===== src/rtl/imem_boot_loader_pkg.sv =====
`timescale 1ns/1ps
`default_nettype none
// +--------------------------------------------------------------------+
// | boot_pkg                                                           |
// | Shared types and constants for the instruction-memory boot loader  |
// | Revision: 1.0                                                      |
// +--------------------------------------------------------------------+
package boot_pkg;

  typedef enum logic [2:0] {
    S_LEN0 = 3'd0,
    S_LEN1 = 3'd1,
    S_DATA = 3'd2,
    S_CSUM = 3'd3,
    S_DONE = 3'd4,
    S_ERR  = 3'd5
  } boot_state_t;

  localparam int LEN_BYTES      = 2;
  localparam int BYTES_PER_WORD = 4;
  localparam int CSUM_W         = 8;

endpackage
`default_nettype wire


===== src/rtl/imem_boot_loader_if.sv =====
`timescale 1ns/1ps
`default_nettype none
// +--------------------------------------------------------------------+
// | imem_boot_loader_if                                                |
// | Byte-stream input handshake plus instruction-memory write port     |
// | Revision: 1.0                                                      |
// +--------------------------------------------------------------------+
interface imem_boot_loader_if #(
  parameter int ADDR_W = 10
) ();
  logic [7:0]        rx_data;
  logic              rx_valid;
  logic              rx_ready;
  logic              imem_we;
  logic [ADDR_W-1:0] imem_addr;
  logic [31:0]       imem_wdata;

  // Byte source / memory observer side
  modport master (
    output rx_data, rx_valid,
    input  rx_ready, imem_we, imem_addr, imem_wdata
  );

  // Loader side
  modport slave (
    input  rx_data, rx_valid,
    output rx_ready, imem_we, imem_addr, imem_wdata
  );
endinterface
`default_nettype wire


===== src/rtl/imem_boot_loader_word_assembler.sv =====
`timescale 1ns/1ps
`default_nettype none
// +--------------------------------------------------------------------+
// | word_assembler                                                     |
// | Packs little-endian payload bytes into 32-bit words                |
// | Revision: 1.0                                                      |
// +--------------------------------------------------------------------+
module word_assembler
  import boot_pkg::*;
(
  input  logic        clk,
  input  logic        reset,
  input  logic        byte_valid,
  input  logic [7:0]  byte_in,
  output logic [31:0] word,
  output logic        word_done
);

  logic [1:0]  byte_cnt;
  logic [23:0] lanes;

  // The top byte lane is never stored: the completed word is formed on
  // the fly from the 4th byte so the write can be registered in one step.
  assign word_done = byte_valid && (byte_cnt == 2'(BYTES_PER_WORD - 1));
  assign word      = {byte_in, lanes};

  // Lane insert and byte counter, advancing only on accepted payload bytes
  always_ff @(posedge clk or posedge reset) begin
    if (reset) begin
      byte_cnt <= 2'd0;
      lanes    <= 24'd0;
    end else if (byte_valid) begin
      byte_cnt <= byte_cnt + 2'd1;
      case (byte_cnt)
        2'd0:    lanes[7:0]   <= byte_in;
        2'd1:    lanes[15:8]  <= byte_in;
        2'd2:    lanes[23:16] <= byte_in;
        default: ;
      endcase
    end
  end

endmodule
`default_nettype wire


===== src/rtl/imem_boot_loader.sv =====
`timescale 1ns/1ps
`default_nettype none
// +--------------------------------------------------------------------+
// | imem_boot_loader                                                   |
// | Framed byte-stream loader for the rv32i instruction memory; holds  |
// | the core in reset until a checksum-verified image is written       |
// | Revision: 1.0                                                      |
// +--------------------------------------------------------------------+
module imem_boot_loader
  import boot_pkg::*;
#(
  parameter int IMEM_DEPTH = 1024,
  parameter int ADDR_W     = $clog2(IMEM_DEPTH)
) (
  input  logic                clk,
  input  logic                reset,
  imem_boot_loader_if.slave   bus,
  output logic                core_reset_n,
  output logic                done,
  output logic                error
);

  boot_state_t       state, next_state;
  logic              hs;
  logic              data_hs;
  logic [7:0]        count_lo;
  logic [15:0]       count;
  logic [15:0]       len_full;
  logic              last_word;
  logic [CSUM_W-1:0] sum;
  logic [ADDR_W-1:0] word_cnt;
  logic [31:0]       asm_word;
  logic              asm_done;

  // Ready depends on state alone so it never loops back through rx_valid
  assign bus.rx_ready = (state != S_DONE) && (state != S_ERR);
  assign hs           = bus.rx_valid && bus.rx_ready;
  assign data_hs      = hs && (state == S_DATA);
  assign len_full     = {bus.rx_data, count_lo};
  assign last_word    = (16'(word_cnt) == (count - 16'd1));

  assign done         = (state == S_DONE);
  assign error        = (state == S_ERR);
  assign core_reset_n = (state == S_DONE);

  word_assembler u_asm (
    .clk        (clk),
    .reset      (reset),
    .byte_valid (data_hs),
    .byte_in    (bus.rx_data),
    .word       (asm_word),
    .word_done  (asm_done)
  );

  // State register
  always_ff @(posedge clk or posedge reset) begin
    if (reset) state <= S_LEN0;
    else       state <= next_state;
  end

  // Frame parsing: length check, payload word count, checksum verdict
  always_comb begin
    next_state = state;
    case (state)
      S_LEN0: if (hs) next_state = S_LEN1;
      S_LEN1: begin
        if (hs) begin
          if (len_full > 16'(IMEM_DEPTH)) next_state = S_ERR;
          else if (len_full == 16'd0)     next_state = S_CSUM;
          else                            next_state = S_DATA;
        end
      end
      S_DATA: if (asm_done && last_word) next_state = S_CSUM;
      S_CSUM: begin
        if (hs) next_state = (bus.rx_data == sum) ? S_DONE : S_ERR;
      end
      S_DONE:  next_state = S_DONE;
      S_ERR:   next_state = S_ERR;
      default: next_state = S_LEN0;
    endcase
  end

  // Length latch, running checksum, word counter and registered write port
  always_ff @(posedge clk or posedge reset) begin
    if (reset) begin
      count_lo       <= 8'd0;
      count          <= 16'd0;
      sum            <= '0;
      word_cnt       <= '0;
      bus.imem_we    <= 1'b0;
      bus.imem_addr  <= '0;
      bus.imem_wdata <= 32'd0;
    end else begin
      bus.imem_we <= 1'b0;
      if (hs && (state == S_LEN0)) count_lo <= bus.rx_data;
      if (hs && (state == S_LEN1)) count    <= len_full;
      if (data_hs)                 sum      <= sum + bus.rx_data;
      if (asm_done) begin
        bus.imem_we    <= 1'b1;
        bus.imem_addr  <= word_cnt;
        bus.imem_wdata <= asm_word;
        word_cnt       <= word_cnt + 1'b1;
      end
    end
  end

endmodule
`default_nettype wire


===== src/flat_wrapper.sv =====
// flat-port wrapper written by rule: the top's interface ports become plain ports
module imem_boot_loader_flat import boot_pkg::*;
#(
  parameter int IMEM_DEPTH = 1024,
  parameter int ADDR_W     = $clog2(IMEM_DEPTH)
)
  (clk, reset, core_reset_n, done, error, bus_rx_data, bus_rx_valid, bus_rx_ready, bus_imem_we, bus_imem_addr, bus_imem_wdata);
  imem_boot_loader_if #(.ADDR_W(ADDR_W)) bus_i ();
  input  logic clk;
  input  logic reset;
  output logic core_reset_n;
  output logic done;
  output logic error;
  input wire logic [$bits(bus_i.rx_data)-1:0] bus_rx_data;
  input wire logic [$bits(bus_i.rx_valid)-1:0] bus_rx_valid;
  output wire logic [$bits(bus_i.rx_ready)-1:0] bus_rx_ready;
  output wire logic [$bits(bus_i.imem_we)-1:0] bus_imem_we;
  output wire logic [$bits(bus_i.imem_addr)-1:0] bus_imem_addr;
  output wire logic [$bits(bus_i.imem_wdata)-1:0] bus_imem_wdata;
  assign bus_i.rx_data = bus_rx_data;
  assign bus_i.rx_valid = bus_rx_valid;
  assign bus_rx_ready = bus_i.rx_ready;
  assign bus_imem_we = bus_i.imem_we;
  assign bus_imem_addr = bus_i.imem_addr;
  assign bus_imem_wdata = bus_i.imem_wdata;
  imem_boot_loader #(.IMEM_DEPTH(IMEM_DEPTH), .ADDR_W(ADDR_W)) u_core (.clk(clk), .reset(reset), .bus(bus_i), .core_reset_n(core_reset_n), .done(done), .error(error));
endmodule

===== config.mk =====
export PLATFORM = sky130hd
export DESIGN_NAME = imem_boot_loader_flat
export DESIGN_NICKNAME = d
export VERILOG_FILES = /design/src/rtl/imem_boot_loader_pkg.sv /design/src/rtl/imem_boot_loader_if.sv /design/src/rtl/imem_boot_loader_word_assembler.sv /design/src/rtl/imem_boot_loader.sv /design/src/flat_wrapper.sv
export SDC_FILE = /design/constraint.sdc
export NUM_CORES = 1
export LEC_CHECK = 0
export BUFFER_PORTS_ARGS = -buffer_cell sky130_fd_sc_hd__buf_2
export CORE_UTILIZATION = 55
export CTS_BUF_LIST = sky130_fd_sc_hd__clkbuf_4
export CTS_CLUSTER_DIAMETER = 100
export DETAILED_ROUTE_END_ITERATION = 8
export GPL_TIMING_DRIVEN = 0
export PLACE_DENSITY = 0.79
export SYNTH_ARGS = -nofsm -noshare
export SYNTH_HDL_FRONTEND = slang
export SYNTH_SLANG_ARGS = --single-unit
export TNS_END_PERCENT = 50

===== constraint.sdc =====
create_clock -name clk -period 3.55 [get_ports clk]
set_input_delay 0.355 -clock clk [delete_from_list [all_inputs] [get_ports clk]]
set_output_delay 0.355 -clock clk [all_outputs]
set_load 0.005 [all_outputs]

Word level (Yosys, flattened, before mapping)
Cells that the tools add are included.

storage, ports and cells
  register bits = 114
  word-level logic and storage cells = 56

cells by class
  mux-type cells = 9
  add/subtract/negate cells = 4
  magnitude comparators = 1
  equal/unequal tests = 16
  reduce and logical (&&, ||, !) cells = 14

operator list
  operator                                                         count
  case mux 3 bit (6 select lines)                                  1
  equality test 10 x 16 -> 1 bit                                   1
  greater-than comparator 16 x 11 -> 1 bit, second input constant  1
  zero test 16 bit                                                 1
  subtractor 16 x 1 -> 16 bit, second input constant               1
  2-to-1 mux 3 bit                                                 5
  adder 10 x 1 -> 10 bit, second input constant                    1
  adder 8 bit                                                      1
  equality test 8 bit                                              1
  logical AND 1 bit                                                7
  equality test 3 x 2 -> 1 bit, second input constant              2
  equality test 3 bit, second input constant                       2
  inequality test 2 x 1 -> 1 bit, second input constant            3
  inequality test 3 bit, second input constant                     2
  AND reduction 2 bit                                              3
  equality test 2 bit, second input constant                       2
  AND reduction 4 bit                                              1
  equality test 3 x 1 -> 1 bit, second input constant              1
  zero test 3 bit                                                  1
  2-to-1 mux 1 bit                                                 3
  adder 2 x 1 -> 2 bit, second input constant                      1
  equality test 2 x 1 -> 1 bit, second input constant              1
  zero test 2 bit                                                  1
  inequality test 2 bit, second input constant                     1

Depth between registers and ports, before layout
Gate-level depths: netlist of run 1.

  depth in word-level cells = 8
  gate-level depth with buffers = 9

Cells and area by module
A second synthesis of run 1 with hierarchy kept.

second synthesis, totals
  cell total of the unflattened synthesis = 423
  area, all modules = 5440.2 µm²

modules (own cells, without submodules)
  module            sequential area each (µm²)  cells each  instances  area an instance (µm²)
  imem_boot_loader  2202.1                      350         1          4211.5
  word_assembler    650.6                       73          1          1228.7

Worst setup path after synthesis of run 1
No wires, ideal clock.

  kind = reg-to-reg
  from = reg u_core.count[2]
  to = reg u_core.state[0]
  data required time = 3.476 ns
  stages on the path, launching flop included = 7
  period minus slack after synthesis = 1.841 ns
  arrival time = 1.767 ns
  setup slack = 1.709 ns
  cells stage by stage = dfrtp_1 buf_6 nor4_4 nand3_2 mux4_2 a211o_1 o21ai_2

on the way
  longest elaborated chain between the ends = 5

RTL lines
  what                             line                    text
  start, declared                  imem_boot_loader.sv:27  logic [15:0] count;
  start signal, assigned           imem_boot_loader.sv:96  if (hs && (state == S_LEN1)) count <= len_full;
  subtractor 16 x 1 -> 16 bit      imem_boot_loader.sv:40  assign last_word = (16'(word_cnt) == (count - 16'd1));
  equality test 10 x 16 -> 1 bit   imem_boot_loader.sv:40
  logical AND 1 bit                imem_boot_loader.sv:73  S_DATA: if (asm_done && last_word) next_state = S_CSUM;
  inequality test 2 bit (no line)  --
  AND reduction 4 bit (no line)    --
  end signal, assigned             imem_boot_loader.sv:58  else state <= next_state;
  end, declared                    imem_boot_loader.sv:23  boot_state_t state, next_state;

Every way passes these cells.
A chain may end at the register's enable or synchronous reset.

Worst setup path in the final report of run 1
  from = reg u_core.state[2]
  to = reg u_core.count[10]

on the way
  longest elaborated chain between the ends = 4

RTL lines
  what                   line                    text
  inequality test 3 bit  imem_boot_loader.sv:36  assign bus.rx_ready = (state != S_DONE) && (state != S_ERR);
  logical AND 1 bit      imem_boot_loader.sv:36
  logical AND 1 bit      imem_boot_loader.sv:37  assign hs = bus.rx_valid && bus.rx_ready;
  logical AND 1 bit *    imem_boot_loader.sv:96

Mark *: on every way between the ends. The rest lies on a longest branch, timed or not.

==> impl_results.md, run 1 <==
- Worst setup EP type: flop
- Post-Route WL: 10500 um
- Maxcap violations: 0
- Longest Clk Path Bufs: 2
- Most common cell in the netlist: nand2_1
- PortBufs: 56
- Critical path arrival: 2.53 ns
- Final WS setup: 1.41 ns
- GP Congestion: 0.830
- Dominant register cell in the synthesized netlist: dfrtp_1
- Setup Viol. Count Final: 0
- Outcome: finished clean
- RSZ-0062 raised after global routing: no
- Final period util: 60.4%
- Post-synth EDFFs: 0
- Hold path depth: 3
- Area leader, netlist: dfrtp_1
- Total power: 2380 uW
- Post-synth net total: 514
- CTS Buf Count: 17
- Max transition margin: 49.0%
- WP data required: 3.94 ns
- Startpoint Class: flop
- CTS tree: built
- Crit path cell chain: nand2b_1 -> nor2_1 -> buf_2 -> mux2_2
- Worst IR Drop VDD: 0.263 mV
- Worst Hold Path EP: u_core.bus.imem_wdata[24]
- GRT Util Overall: 24.0%
- Post-DP HPWL: 7260 um
- Post-CTS setup buffers: 0
- Fill count: 699
- Post-Syn Area: 5130 sq um
- TritonRoute pass-1 iters: 5
- Share of cells above drive strength 1: 24.9%
- Hold Fails Final Rpt: 0
- Hold path start: bus_rx_data[0]
- Commonest cells post-synth: 155 x nand2_1, 114 x dfrtp_1, 43 x mux2_2
- Area contributors post-synth: dfrtp_1 56%, nand2_1 11%, mux2_2 9.4%, xnor2_1 3.2%, ha_1 3.2%
- Die extent in x: 98.6 um
- Met1 usage: 33.6%
- Reg2Reg Depth: 4
- Largest net degree at the start of global routing: 63
- Power Dens Cells: 406 nW/um^2
- Launching point of the worst reg2reg path: u_core.state[2]
- Starting Density: 57.8%
- Layout net count: 591
- Reg area: 2850 sq um
- Syn Inst Count: 489
- Crit path max-delay family: simple AND/OR/NAND/NOR gates
- Path length in cells of the critical path: 4
- Crit path buf inv count: 1
- Fmax: 466 MHz
- CTS sink cnt: 114
- Ys Warns: 0
- Synth async-reset ratio: 100%
- Worst-skew pair later-pin latency: 0.51 ns
- Minimum clock period: 2.14 ns
- Skew final: 0.0199 ns
- Initial antenna violation count: 1
- Die height: 98.6 um
- Grt met2 use: 37.5%
- Worst Hold Class: primary input to flop
- WS Path Type: flop to flop
- Worst R2R End: u_core.count[10]
- Cell variety after synth: 48
- GR Util met3: 5.74%
- Grt peak-use layer: met2
- Post-synthesis sequential area ratio: 55.6%
- Row Count: 34
- Drt wl/cell: 15.3 um
- Clock root cell: clkbuf_4
- Slowest cell on crit path: nor2_1
- H-tree Lvls: 4
- Pre-CTS setup slack: 1.25 ns
- Vias in the first global route: 3605
- Worst-path clk slew: 0.12 ns
- Syn_area_per_cell: 10.5 sq um
- Max incr delay on CP: 0.62 ns
- Synth top area share: 55.6%
- GRT overflow: 0
- Synth Register Bits: 114
- Detail Route Antenna Nets: 0
- First-pass GRT wire length: 17900 um
- Multi-input logic area: 2160 sq um
- Die Area: 9730 sq um
- DRC errors left: 0
- Core area: 8890 sq um
- Area grow syn2layout: 14.3%
- Vias post-DR: 3711
- IO Count: 58
- Vias/cell: 5.39
- Critical Path Fanout Max: 10
- Leak: 0.00313 uW
- Slew @ Worst Pin: 0.765 ns
- 1st-iter DRT viols: 221
- R2R setup slack: 1.41 ns
- Max Slew Vio Count: 0
layer usage:
| metal | wire length, um | up-vias |
|---|---|---|
| li1 | - | 1801 |
| met1 | 4890 | 1817 |
| met2 | 5010 | 83 |
| met3 | 460 | 10 |
| met4 | 136 | 0 |
| met5 | 0 | - |
cells by family (layout without fill, tap and decap cells):
kind of cell | after synthesis | in the layout | share of synthesized area, %
flip-flops | 114 | 114 | 55.6
multiplexers | 47 | 47 | 10.5
adder cells (fa/ha/maj) | 14 | 14 | 3.56
other | 0 | 1 | 0
AO/OA/AOI/OAI | 39 | 39 | 4.82
XOR/XNOR | 27 | 27 | 4.61
buffers and inverters | 30 | 120 | 2.44
AND/OR/NAND/NOR | 218 | 218 | 18.6
per-stage QoR:
stage / cells / utilization, % / setup TNS [ns] / area [sq um] / hold slack (ns)
floorplan: 489 / - / 0 / 5130 / 0.433
global placement: 653 / 62.4 / -108.06 / 5550 / 0.442
detailed placement: 654 / 62.8 / 0 / 5580 / 0.451
CTS: 687 / 66.0 / 0 / 5860 / 0.149
global route: 688 / 66.0 / 0 / 5870 / 0.131
finish: 688 / 66.0 / 0 / 5870 / 0.176
worst max-delay path by stage:
stage / slack (ns) / from / to
2_1_floorplan: 0.18 / reset / u_core.bus.imem_addr[0]
3_3_place_gp: -0.95 / reset / u_core.sum[4]
3_5_place_dp: 1.25 / bus_rx_data[0] / u_core.sum[6]
4_1_cts: 1.42 / u_core.state[2] / u_core.count[5]
5_1_grt: 1.27 / u_core.state[2] / u_core.count[10]
6_report: 1.41 / u_core.state[2] / u_core.count[10]
area by class of cell:
cell class	count	area share [%]
diodes	1	0.0427
plain buffers	18	1.36
clock buffers	17	2.18
clock inverters	15	2.50
inverters	12	0.810
multi-input cells	345	36.8
flip-flops and latches	114	48.6
well taps	108	2.30
repair buffers	58	5.42
worst min-delay path, stage by stage:
cell and delay [ns]:
buf_2 0.18, nand2_1 0.08, nand2_1 0.05
placed cells by master, fill, tap and decap left out, types with 2 or more instances in the layout:
master	n
xnor2_1	19
nand2b_1	4
a211o_1	2
inv_1	10
mux2i_1	3
nor4_1	4
clkinv_4	2
a21oi_1	6
inv_6	7
clkbuf_1	12
nand4_1	4
nor4b_1	2
o31ai_1	3
ha_1	13
clkbuf_4	17
buf_1	3
and4b_1	2
dfrtp_1	114
or2_2	2
buf_2	57
nor2_1	18
o21ai_0	16
nand3_1	8
o21a_1	2
clkinvlp_4	3
nand2_1	155
xor2_1	8
a31oi_1	2
mux2_2	43
nor3_1	10
flip-flops by register name, indices dropped and copies added (netlist names):
signal / flops
u_core.bus.imem_addr: 10
u_core.sum: 8
u_core.count_lo: 8
u_core.word_cnt: 10
u_core.u_asm.byte_cnt: 2
u_core.state: 3
u_core.u_asm.lanes: 24
u_core.bus.imem_wdata: 32
u_core.bus.imem_we: 1
u_core.count: 16
timing repair:
action	CTS	global route
hold buffers	1	0
hold endpoints to repair	22	0
resized for setup	0	0
power by group:
| part | switching [uW] | internal, uW | leakage [uW] | total, uW |
|---|---|---|---|---|
| Sequential | 12.9 | 1310 | 0.00154 | 1330 |
| Combinational | 82.9 | 49.3 | 0.00144 | 132 |
| Clock | 557 | 366 | 0.000140 | 923 |
Power figures use the tool's default switching activity.
==> inputs of run 2 (changes only) <==
CORE_UTILIZATION = 60   (was 55)
PLACE_DENSITY = 0.82   (was 0.79)
clock period = 2 ns   (was 3.55 ns; I/O delays follow)
==> impl_results.md, run 2 (synthesis results as in run 1) <==
- Max Slew Vio Count: 0 (unchanged)
- Core area: 8260 sq um (was 8890 sq um)
- Area grow syn2layout: 17.5% (was 14.3%)
- Largest register FFs: 32 (unchanged)
- Clk pwr share: 42.3% (was 38.8%)
- Fmax: 520 MHz (was 466 MHz)
- WP data required: 2.42 ns (was 3.94 ns)
- CTS tree: built (unchanged)
- Multi-input logic area: 2190 sq um (was 2160 sq um)
- RSZ-0062 raised after global routing: yes (was no)
- Layout net count: 600 (was 591)
- Leak: 0.00322 uW (was 0.00313 uW)
- Setup TNS: 0 ns (unchanged)
- Top Registers: u_core.bus.imem_wdata: 32 flops, u_core.u_asm.lanes: 24 flops, u_core.count: 16 flops (unchanged)
- Vias/cell: 5.53 (was 5.39)
- IO Count: 58 (unchanged)
- Crit path max-delay family: compound AO/OA/AOI/OAI gates (was simple AND/OR/NAND/NOR gates)
- PortBufs: 56 (unchanged)
- Setup Viol. Count Final: 0 (unchanged)
- Outcome: finished clean (unchanged)
- Vias post-DR: 3835 (was 3711)
- Worst-skew pair later-pin latency: 0.52 ns (was 0.51 ns)
- Switching power total: 1100 uW (was 653 uW)
- Initial antenna violation count: 0 (was 1)
- WS Path Type: flop to flop (unchanged)
- Crit path buf inv count: 1 (unchanged)
- CTS Buf Count: 17 (unchanged)
- Longest Clk Path Bufs: 2 (unchanged)
- Clock root cell: clkbuf_4 (unchanged)
- Minimum clock period: 1.92 ns (was 2.14 ns)
- Row Count: 33 (was 34)
- Skew final: 0.0212 ns (was 0.0199 ns)
- Worst IR Drop VDD: 0.425 mV (was 0.263 mV)
- DRC errors left: 0 (unchanged)
- GRT overflow: 0 (unchanged)
- Most flops, register: u_core.bus.imem_wdata (unchanged)
- Hold Fails Final Rpt: 0 (unchanged)
- Slew @ Worst Pin: 0.628 ns (was 0.765 ns)
- Die Area: 8930 sq um (was 9730 sq um)
- Die height: 94.5 um (was 98.6 um)
- Worst Hold Class: primary input to flop (unchanged)
- Largest net degree at the start of global routing: 33 (was 63)
- 1st-iter DRT viols: 218 (was 221)
- Max transition margin: 58.0% (was 49.0%)
- Comb power frac: 5.8% (was 5.6%)
- Final period util: 96.1% (was 60.4%)
- Post-Route WL: 11300 um (was 10500 um)
- Power Dens Cells: 751 nW/um^2 (was 406 nW/um^2)
- Worst-path clk slew: 0.10 ns (was 0.12 ns)
- Worst setup EP type: flop (unchanged)
- Slowest cell on crit path: fa_1 (was nor2_1)
- # diodes: 0 (was 1)
- Sw frac: 24.2% (was 27.4%)
- Critical Path Fanout Max: 2 (was 10)
- Critical path arrival: 2.34 ns (was 2.53 ns)
- Most common cell after layout, fill and taps aside: nand2_1 (unchanged)
- Part of the power in registers: 51.9% (was 55.7%)
- GRT Util Overall: 27.8% (was 24.0%)
- Vias in the first global route: 3837 (was 3605)
- Startpoint Class: flop (unchanged)
- Maxcap violations: 0 (unchanged)
- Detail Route Antenna Nets: 0 (unchanged)
- H-tree Lvls: 4 (unchanged)
- Commonest cells after routing, fill and taps aside: 153 x nand2_1, 110 x dfrtp_1, 57 x buf_2, 43 x mux2_2, 19 x xnor2_1 (was 155 x nand2_1, 114 x dfrtp_1, 57 x buf_2, 43 x mux2_2, 19 x xnor2_1)
- Hold_ws: 0.0189 ns (was 0.176 ns)
- Drt wl/cell: 16.3 um (was 15.3 um)
- Max incr delay on CP: 0.41 ns (was 0.62 ns)
- GP Congestion: 0.819 (was 0.830)
- Post-DP HPWL: 7810 um (was 7260 um)
- Share of cells above drive strength 1: 28.4% (was 24.9%)
- TritonRoute pass-1 iters: 4 (was 5)
- CTS sink cnt: 114 (unchanged)
- Fill count: 600 (was 699)
- Cell-internal power: 3430 uW (was 1730 uW)
- Reg area: 2860 sq um (was 2850 sq um)
- Starting Density: 62.2% (was 57.8%)
- First-pass GRT wire length: 18500 um (was 17900 um)
- Crit path cell chain: ha_1 -> inv_1 -> fa_1 -> nor2b_1 -> o21ai_1 -> a21boi_1 -> o21a_1 -> nor3_1 -> o31ai_1 (was nand2b_1 -> nor2_1 -> buf_2 -> mux2_2)
- Die extent in x: 94.5 um (was 98.6 um)
-- run 2: cell count changes in the layout (fill, tap and decap cells not counted), sizes merged --
cell / delta
diode: -1
clkbuf: +1
inv: -8
clkinvlp: -1
clkinv: +5
bufinv: +3
buf: +9
-- run 2: final cells by class --
| cell class | instances | area share, % |
|---|---|---|
| Timing Repair Buffer | 67 | 6.68 |
| Multi-Input combinational cell | 345 | 36.3 |
| Clock buffer | 18 | 2.24 |
| Inverter | 12 | 0.809 |
| Tap cell | 105 | 2.18 |
| Sequential cell | 114 | 47.4 |
| Buffer | 18 | 1.37 |
| Clock inverter | 14 | 3.11 |
-- run 2: worst paths after layout --
| check | start | to | slack, ns | depth (start not counted) |
|---|---|---|---|---|
| setup reg to reg | u_core.sum[0] | u_core.sum[6] | 0.08 | 9 |
| hold reg to reg | u_core.u_asm.lanes[12] | u_core.bus.imem_wdata[12] | 0.46 | 2 |
| min in group asynchronous | reset | u_core.word_cnt[2] | 0.29 | 3 |
| hold / removal | bus_rx_data[4] | u_core.bus.imem_wdata[28] | 0.02 | 3 |
| setup / recovery | u_core.sum[0] | u_core.sum[6] | 0.08 | 9 |
| max in group asynchronous | reset | u_core.count[4] | 1.13 | 4 |
-- run 2: power by group through the flow --
stage               logic (uW)  registers [uW]  clock network (uW)
detailed placement         245            2400                   0
CTS                        249            2350                1920
finish                     261            2350                1920
global route               290            2360                2030
floorplan                  157            2390                   0
global placement           219            2400                   0
-- run 2: per-stage QoR --
step / area, sq um / setup slack, ns / total power [uW] / cells / utilization [%]
global route: 6030 / -0.0934 / 4680 / 693 / 73.1
floorplan: 5140 / 0.159 / 2550 / 489 / -
finish: 6030 / 0.0788 / 4530 / 693 / 73.1
detailed placement: 5610 / -0.136 / 2640 / 653 / 67.9
global placement: 5550 / -0.220 / 2610 / 650 / 67.2
CTS: 5950 / -0.0384 / 4520 / 686 / 72.0
-- run 2: tightest hold or removal path: cells and delay by family --
family        cells  cell delay, ns
simple gates      2            0.12
buf+inv           1            0.17
-- run 2: layer usage --
layer	wire [um]	vias to the layer above	part of all wire [%]	track usage (%)
li1	-	1816	-	-
met1	4910	1900	44	35.3
met2	5710	103	51	46.1
met3	510	16	4.5	7.25
met4	154	0	1.4	10.1
met5	0	-	0	0
-- run 2: repair_timing --
item                                    in CTS  in global routing
endpoints found under the setup margin      56                 62
endpoints found under the hold margin       23                  0
buffers inserted                             0                  7
resized for setup                            3                 13
hold buffers                                 1                  0
pin swaps                                    0                  3
